`src/rtl/qos_vc_router.sv`:
```
`default_nettype none
// +--------------------------------------------------------------------------+
// | Module   : qos_vc_router                                                 |
// | Purpose  : Classifies a single write stream into NVC virtual-channel     |
// |            FIFOs by the word's class field and drains them onto one      |
// |            registered output stream with a weighted round-robin arbiter. |
// |            Adds per-VC almost-full flags, programmable weights and       |
// |            sticky drop accounting.                                       |
// | Ports    : clk, reset        - clock, synchronous active-high reset      |
// |            in_wr, in_data    - write strobe and word (class in MSBs)     |
// |            vc_weight         - NVC packed WW-bit weights (0 = disabled)  |
// |            out_pause         - downstream hold, blocks pops              |
// |            out_data/valid/vc - registered popped word and its source VC  |
// |            vc_empty/full/almost_full - per-VC occupancy flags            |
// |            drop_err, drop_cnt - sticky drop flag, saturating drop count  |
// | Revision : 1.0 - initial release                                         |
// +--------------------------------------------------------------------------+
module qos_vc_router #(
  parameter int BW       = 6,
  parameter int NVC      = 4,
  parameter int DEPTH    = 8,
  parameter int AF_LEVEL = 6,
  parameter int WW       = 3
) (
  input  logic                      clk,
  input  logic                      reset,
  input  logic                      in_wr,
  input  logic [BW-1:0]             in_data,
  input  logic [NVC*WW-1:0]         vc_weight,
  input  logic                      out_pause,
  output logic [BW-1:0]             out_data,
  output logic                      out_valid,
  output logic [$clog2(NVC)-1:0]    out_vc,
  output logic [NVC-1:0]            vc_empty,
  output logic [NVC-1:0]            vc_full,
  output logic [NVC-1:0]            vc_almost_full,
  output logic                      drop_err,
  output logic [7:0]                drop_cnt
);

  localparam int VCW = $clog2(NVC);
  localparam int AW  = $clog2(DEPTH);

  localparam logic [AW:0]   C_DEPTH = (AW+1)'(DEPTH);
  localparam logic [AW:0]   C_AF    = (AW+1)'(AF_LEVEL);
  localparam logic [AW:0]   C_ONE   = (AW+1)'(1);
  localparam logic [AW-1:0] C_PINC  = AW'(1);
  localparam logic [WW-1:0] C_WONE  = WW'(1);

  logic [BW-1:0]  mem    [NVC][DEPTH];
  logic [AW-1:0]  rd_ptr [NVC];
  logic [AW-1:0]  wr_ptr [NVC];
  logic [AW:0]    count  [NVC];
  logic [WW-1:0]  weight [NVC];

  logic [NVC-1:0] eligible;
  logic [NVC-1:0] wr_en;
  logic [NVC-1:0] rd_en;

  logic [VCW-1:0] cls;
  logic [VCW-1:0] cur;
  logic [VCW-1:0] cur_nxt;
  logic [VCW-1:0] pop_vc;
  logic [VCW-1:0] idx;
  logic [WW-1:0]  credit;
  logic [WW-1:0]  credit_nxt;
  logic           pop;
  logic           found;
  logic           drop;

  assign cls  = in_data[BW-1 -: VCW];
  // Fullness is judged on the registered count, so a same-cycle pop
  // never rescues a write aimed at a full VC.
  assign drop = in_wr & vc_full[cls];

  generate
    for (genvar i = 0; i < NVC; i++) begin : g_vc
      assign weight[i]         = vc_weight[i*WW +: WW];
      assign vc_empty[i]       = (count[i] == '0);
      assign vc_full[i]        = (count[i] == C_DEPTH);
      assign vc_almost_full[i] = (count[i] >= C_AF);
      assign eligible[i]       = !vc_empty[i] && (weight[i] != '0);
      assign wr_en[i]          = in_wr && (cls == VCW'(i)) && !vc_full[i];
      assign rd_en[i]          = pop && (pop_vc == VCW'(i));
    end
  endgenerate

  // Weighted round-robin: keep serving cur while it has credit, otherwise
  // scan forward from cur+1 and end the scan on cur itself (k == NVC wraps
  // to cur because NVC is a power of two). The winner pops this cycle and
  // its credit is reloaded minus the pop just taken.
  always_comb begin
    pop        = 1'b0;
    pop_vc     = cur;
    cur_nxt    = cur;
    credit_nxt = credit;
    found      = 1'b0;
    idx        = cur;
    if (!out_pause) begin
      if (eligible[cur] && (credit != '0)) begin
        pop        = 1'b1;
        credit_nxt = credit - C_WONE;
      end else begin
        for (int k = 1; k <= NVC; k++) begin
          idx = cur + VCW'(k);
          if (!found && eligible[idx]) begin
            found      = 1'b1;
            pop        = 1'b1;
            pop_vc     = idx;
            cur_nxt    = idx;
            credit_nxt = weight[idx] - C_WONE;
          end
        end
      end
    end
  end

  // Storage needs no reset: pointers and counts define what is valid.
  always_ff @(posedge clk) begin
    for (int i = 0; i < NVC; i++) begin
      if (wr_en[i]) begin
        mem[i][wr_ptr[i]] <= in_data;
      end
    end
  end

  always_ff @(posedge clk) begin
    for (int i = 0; i < NVC; i++) begin
      if (reset) begin
        rd_ptr[i] <= '0;
        wr_ptr[i] <= '0;
        count[i]  <= '0;
      end else begin
        if (wr_en[i]) begin
          wr_ptr[i] <= wr_ptr[i] + C_PINC;
        end
        if (rd_en[i]) begin
          rd_ptr[i] <= rd_ptr[i] + C_PINC;
        end
        case ({wr_en[i], rd_en[i]})
          2'b10:   count[i] <= count[i] + C_ONE;
          2'b01:   count[i] <= count[i] - C_ONE;
          default: count[i] <= count[i];
        endcase
      end
    end
  end

  always_ff @(posedge clk) begin
    if (reset) begin
      cur       <= '0;
      credit    <= '0;
      out_data  <= '0;
      out_valid <= 1'b0;
      out_vc    <= '0;
      drop_err  <= 1'b0;
      drop_cnt  <= '0;
    end else begin
      cur    <= cur_nxt;
      credit <= credit_nxt;
      if (pop) begin
        out_data  <= mem[pop_vc][rd_ptr[pop_vc]];
        out_vc    <= pop_vc;
        out_valid <= 1'b1;
      end else begin
        out_valid <= 1'b0;
      end
      if (drop) begin
        drop_err <= 1'b1;
        if (drop_cnt != 8'hFF) begin
          drop_cnt <= drop_cnt + 8'd1;
        end
      end
    end
  end

endmodule
`default_nettype wire

```
`config.mk`:
```
export PLATFORM = sky130hd
export DESIGN_NAME = qos_vc_router
export DESIGN_NICKNAME = d
export VERILOG_FILES = /design/src/rtl/qos_vc_router.sv
export SDC_FILE = /design/constraint.sdc
export NUM_CORES = 1
export LEC_CHECK = 0
export ABC_CLOCK_PERIOD_IN_PS = 5000
export BUFFER_PORTS_ARGS = -buffer_cell sky130_fd_sc_hd__buf_2
export CAP_MARGIN = 10
export CORE_MARGIN = 2
export CORE_UTILIZATION = 62
export CTS_CLUSTER_DIAMETER = 60
export DETAILED_ROUTE_END_ITERATION = 8
export PLACE_DENSITY_LB_ADDON = 0.05
export SETUP_SLACK_MARGIN = 0.15
export SLEW_MARGIN = 10
export SYNTH_ARGS = -nofsm -noshare
export SYNTH_HDL_FRONTEND = slang
export SYNTH_SLANG_ARGS = --single-unit
```
`constraint.sdc`:
```
create_clock -name clk -period 5 [get_ports clk]
set_input_delay 0.25 -clock clk [delete_from_list [all_inputs] [get_ports clk]]
set_output_delay 0.25 -clock clk [all_outputs]
set_load 0.005 [all_outputs]
```
==> qor.csv <==
stage;metric;value;unit
sta;fmax;220;MHz
detailed_routing;highest_layer;met4;
setup_path;crit_arrival;4.92;ns
place;place_area;12400;sq um
sta;maxSlewHeadroom;26.2;%
clock_tree;clk_pin_slew;0.06;ns
global_route;antenna_found_initial;0;
die;pin_count;52;
final_layout;multi_input_area;4280;sq um
global_route;grt_pass1_vias;7215;
setup_path;reg2reg_to;out_data[4];
logic_synthesis;synthAdderAreaFrac;3.21;%
logic_synthesis;synthesis.area;11900;sq um
pwr;p_comb_share;44.1;%
die;fp.dieArea;20400;sq um
detailed_routing;wl_met3;1540;um
sta;rsz0062_at_grt;no;
sta;slew_viol_final;0;
logic_synthesis;synth.net_count;862;
pwr;switching_share;34.1;%
pwr;vdd_ir_drop_max;0.336;mV
hold_path;holdCritPathClass;input port to flop;
clock_tree;cts_tree;built;
setup_path;r2r_start;count[3][1];
setup_path;worstRegToRegCells;13;
hold_path;min_path_cells;2;
logic_synthesis;synth_xor_area_share;1.52;%
global_route;grt_pass1_wl;40200;um
setup_path;r2r_setup_slack;0.46;ns
clock_tree;clockRootBuffer;clkbuf_16;
global_route;grt_max_degree;73;
logic_synthesis;synthMuxAreaShare;15.1;%
detailed_routing;dr.pass1.iters;5;
run_status;outcome;finished clean;
clock_tree;numCtsBuffers;25;
logic_synthesis;synth_edf_count;232;
final_layout;drive_gt1_share;25.2;%
detailed_routing;viasPerCell;6.41;
pwr;power_density;605;nW/um^2
logic_synthesis;synth-seq-cells;255;
detailed_routing;drcViolationCount;0;
clock_tree;clkSinkCount;255;
pwr;seq_power_share;32.8;%
place;place_hpwl;17400;um
sta;setup_ws;0.462;ns
clock_tree;clk_latency;0.52;ns
sta;finalCritPeriodShare;90.8;%
setup_path;worstSetupPathType;flop to flop;
pwr;p_switching;2.74;mW
logic_synthesis;synth_area_per_cell;14.7;sq um
final_layout;nFillCells;1236;
setup_path;start_kind;flop;
final_layout;seqCellArea;7430;sq um
logic_synthesis;yosys_warnings;0;
sta;skew;0.0129;ns
pwr;leakage;4.59;nW
sta;tns;0;ns
detailed_routing;drtIter0Drc;542;
final_layout;syn2layout_area_growth;11.1;%
hold_path;whs_endpoint;drop_err;
detailed_routing;drtAntennaViolNets;0;
clock_tree;h-tree-depth;1;
detailed_routing;wl_per_cell;23.3;um
place;gp_congestion;0.956;
logic_synthesis;synth.distinct_cells;67;
die;num_rows;50;
logic_synthesis;synth_top_family_by_area;multiplexers;
logic_synthesis;ys.flop_type;edfxtp_1;
place;dp.cells;1072;
die;core_area;18800;sq um
die;die_h;143;um
detailed_routing;vias;7168;
sta;fin_crit;4.54;ns
logic_synthesis;netlist_instances;810;
final_layout;final_nets;917;
clock_tree;postCtsHoldBufs;0;
place;dp_slack;0.543;ns
clock_tree;cts_buffer_depth;3;
detailed_routing;routed_wl;26000;um
pwr;p_int;5.29;mW
detailed_routing;wl_met2;13100;um
final_layout;fin_area;13300;sq um
logic_synthesis;synthArstFlopShare;0;%
sta;setup_violations;0;
setup_path;worstPathRequired;5.38;ns
final_layout;finalNonFillerCells;1118;
global_route;grt_overflow_total;0;
final_layout;n_antenna_cell;0;
job;cap_violations;0;
logic_synthesis;synthSimpleGateAreaFrac;10.5;%
sta;worstMarginPinSlew;1.10;ns
global_route;groute.usage.overall;26.1;%
setup_path;critPathCaptureType;flop;
place;io_buffers;51;
die;chipWidth;143;um
hold_path;min_from;reset;
sta;hold_viol;0;
pwr;power;8.03;mW
logic_synthesis;synth_compound_area_share;5.38;%
detailed_routing;drt-met1-wl;10800;um
setup_path;cp_max_fo;72;
logic_synthesis;yosysSeqAreaShare;62.2;%
die;initial_core_util;63.6;%
pwr;clkPwrFrac;23.1;%
## critical path, cell delays in order, from the launching register on
cell and delay, ns:
edfxtp_1 0.48, inv_1 0.13, ha_1 0.21, or3b_1 0.50, inv_2 0.13, nor3_2 0.07
nor4_4 0.42, o211ai_1 0.26, xnor2_4 0.40, buf_12 0.44, mux2_2 0.39, mux4_2 0.51
o22ai_1 0.29, o31ai_1 0.13
## cells in the mapped netlist, types with 3 or more instances
cell type  instances  area share, %
o211ai_1           3           0.19
nand3_1           10           0.42
or3_1              5           0.26
a21oi_1           17           0.71
o21bai_1           4           0.25
inv_2              3          0.094
xnor2_1           12           0.88
nor2_1            69            2.2
mux2_2            60            5.7
o21ai_0           18           0.75
xor2_1             5           0.37
o31ai_1            8           0.50
o22ai_1           14           0.73
a21o_1             3           0.19
and3_1             3           0.16
mux4_2            45            8.5
inv_1             24           0.75
nand2_1           36            1.1
a31oi_1            3           0.16
nand2b_1          30            1.6
clkbuf_1          18           0.57
nor2b_1            7           0.37
a211oi_1           4           0.25
ha_1              29            3.0
buf_4              6           0.38
a221oi_1           6           0.44
mux2i_1            9           0.75
edfxtp_1         232             58
nor3b_1           13           0.82
nor3_1            34            1.4
dfxtp_1           23            3.9
buf_2              7           0.29
nor4_1             3           0.16
or2_2              5           0.26
## worst max-delay path by stage
stage / startpoint / endpoint / cells after the start / slack, ns
2_1_floorplan: count[3][0] / count[2][3] / 21 / 0.62
4_1_cts: count[3][1] / out_data[4] / 13 / 0.50
3_3_place_gp: count[3][0] / out_data[4] / 13 / 0.67
5_1_grt: count[3][0] / count[1][3] / 16 / 0.24
6_report: count[3][1] / out_data[4] / 13 / 0.46
3_5_place_dp: count[3][1] / out_data[0] / 13 / 0.54
## cells in the final DEF, fill, tap and decap left out, types with 5 or more instances in the layout
master,n
or2_2,5
edfxtp_1,232
nand2b_1,30
buf_2,51
nor2b_1,7
nor3_1,34
o22ai_1,14
a21oi_1,17
inv_1,24
nor2_1,69
o31ai_1,8
a221oi_1,6
nor3b_1,12
mux4_2,45
buf_4,8
xor2_1,5
ha_1,29
dfxtp_1,23
clkbuf_16,25
nand2_1,36
mux2_2,60
clkbuf_8,7
mux2i_1,9
o21ai_0,18
xnor2_1,12
nand3_1,10
or3_1,5
## cell type report
class / instances / area share [%]
clock buffers: 35 / 5.53
flip-flops and latches: 255 / 56.0
well taps: 234 / 2.21
inverters: 27 / 0.764
multi-input cells: 496 / 32.3
clock inverters: 11 / 0.679
repair buffers: 60 / 2.53
## power by group through the flow
stage | logic [mW] | registers [mW] | clock network [mW]
3_3_place_gp | 3.40 | 2.67 | 0
3_5_place_dp | 3.50 | 2.68 | 0
6_report | 3.54 | 2.64 | 1.85
2_1_floorplan | 2.74 | 2.61 | 0
5_1_grt | 3.77 | 2.66 | 1.95
4_1_cts | 3.54 | 2.63 | 1.87
## what timing repair did
item	4_1_cts	5_1_grt
endpoints found under the setup margin	0	1
setup buffers	0	0
gates resized for setup	0	1
## per-stage QoR
stage          utilization, %  hold WS, ns
6_report                 70.7        0.136
5_1_grt                  70.7        0.162
4_1_cts                  70.6        0.121
3_5_place_dp             66.3        0.456
3_3_place_gp             66.3        0.452
2_1_floorplan               -        0.349
## registers in the layout (all words and copies together) (netlist names)
register and flops:
wr_ptr 12, out_data 6, count 16, out_vc 2, credit 3, mem 192, cur 2, rd_ptr 12
drop_cnt 8, out_valid 1, drop_err 1
## per-layer routing
metal / vias to the layer above / global-route usage, %
li1: 3246 / -
met4: 0 / 6.98
met3: 45 / 2.98
met2: 286 / 44.6
met5: - / 0
met1: 3591 / 36.2
## logic make-up (layout without fill, tap and decap cells)
| kind of cell | after synthesis | after routing |
|---|---|---|
| AOI/OAI and AO/OA | 96 | 96 |
| adders and majority gates | 30 | 30 |
| xor gates and xnor gates | 19 | 19 |
| DFF | 255 | 255 |
| buffers and inverters | 59 | 133 |
| muxes | 115 | 115 |
| and+or+nand+nor | 236 | 236 |
Power figures use the tool's default switching activity.
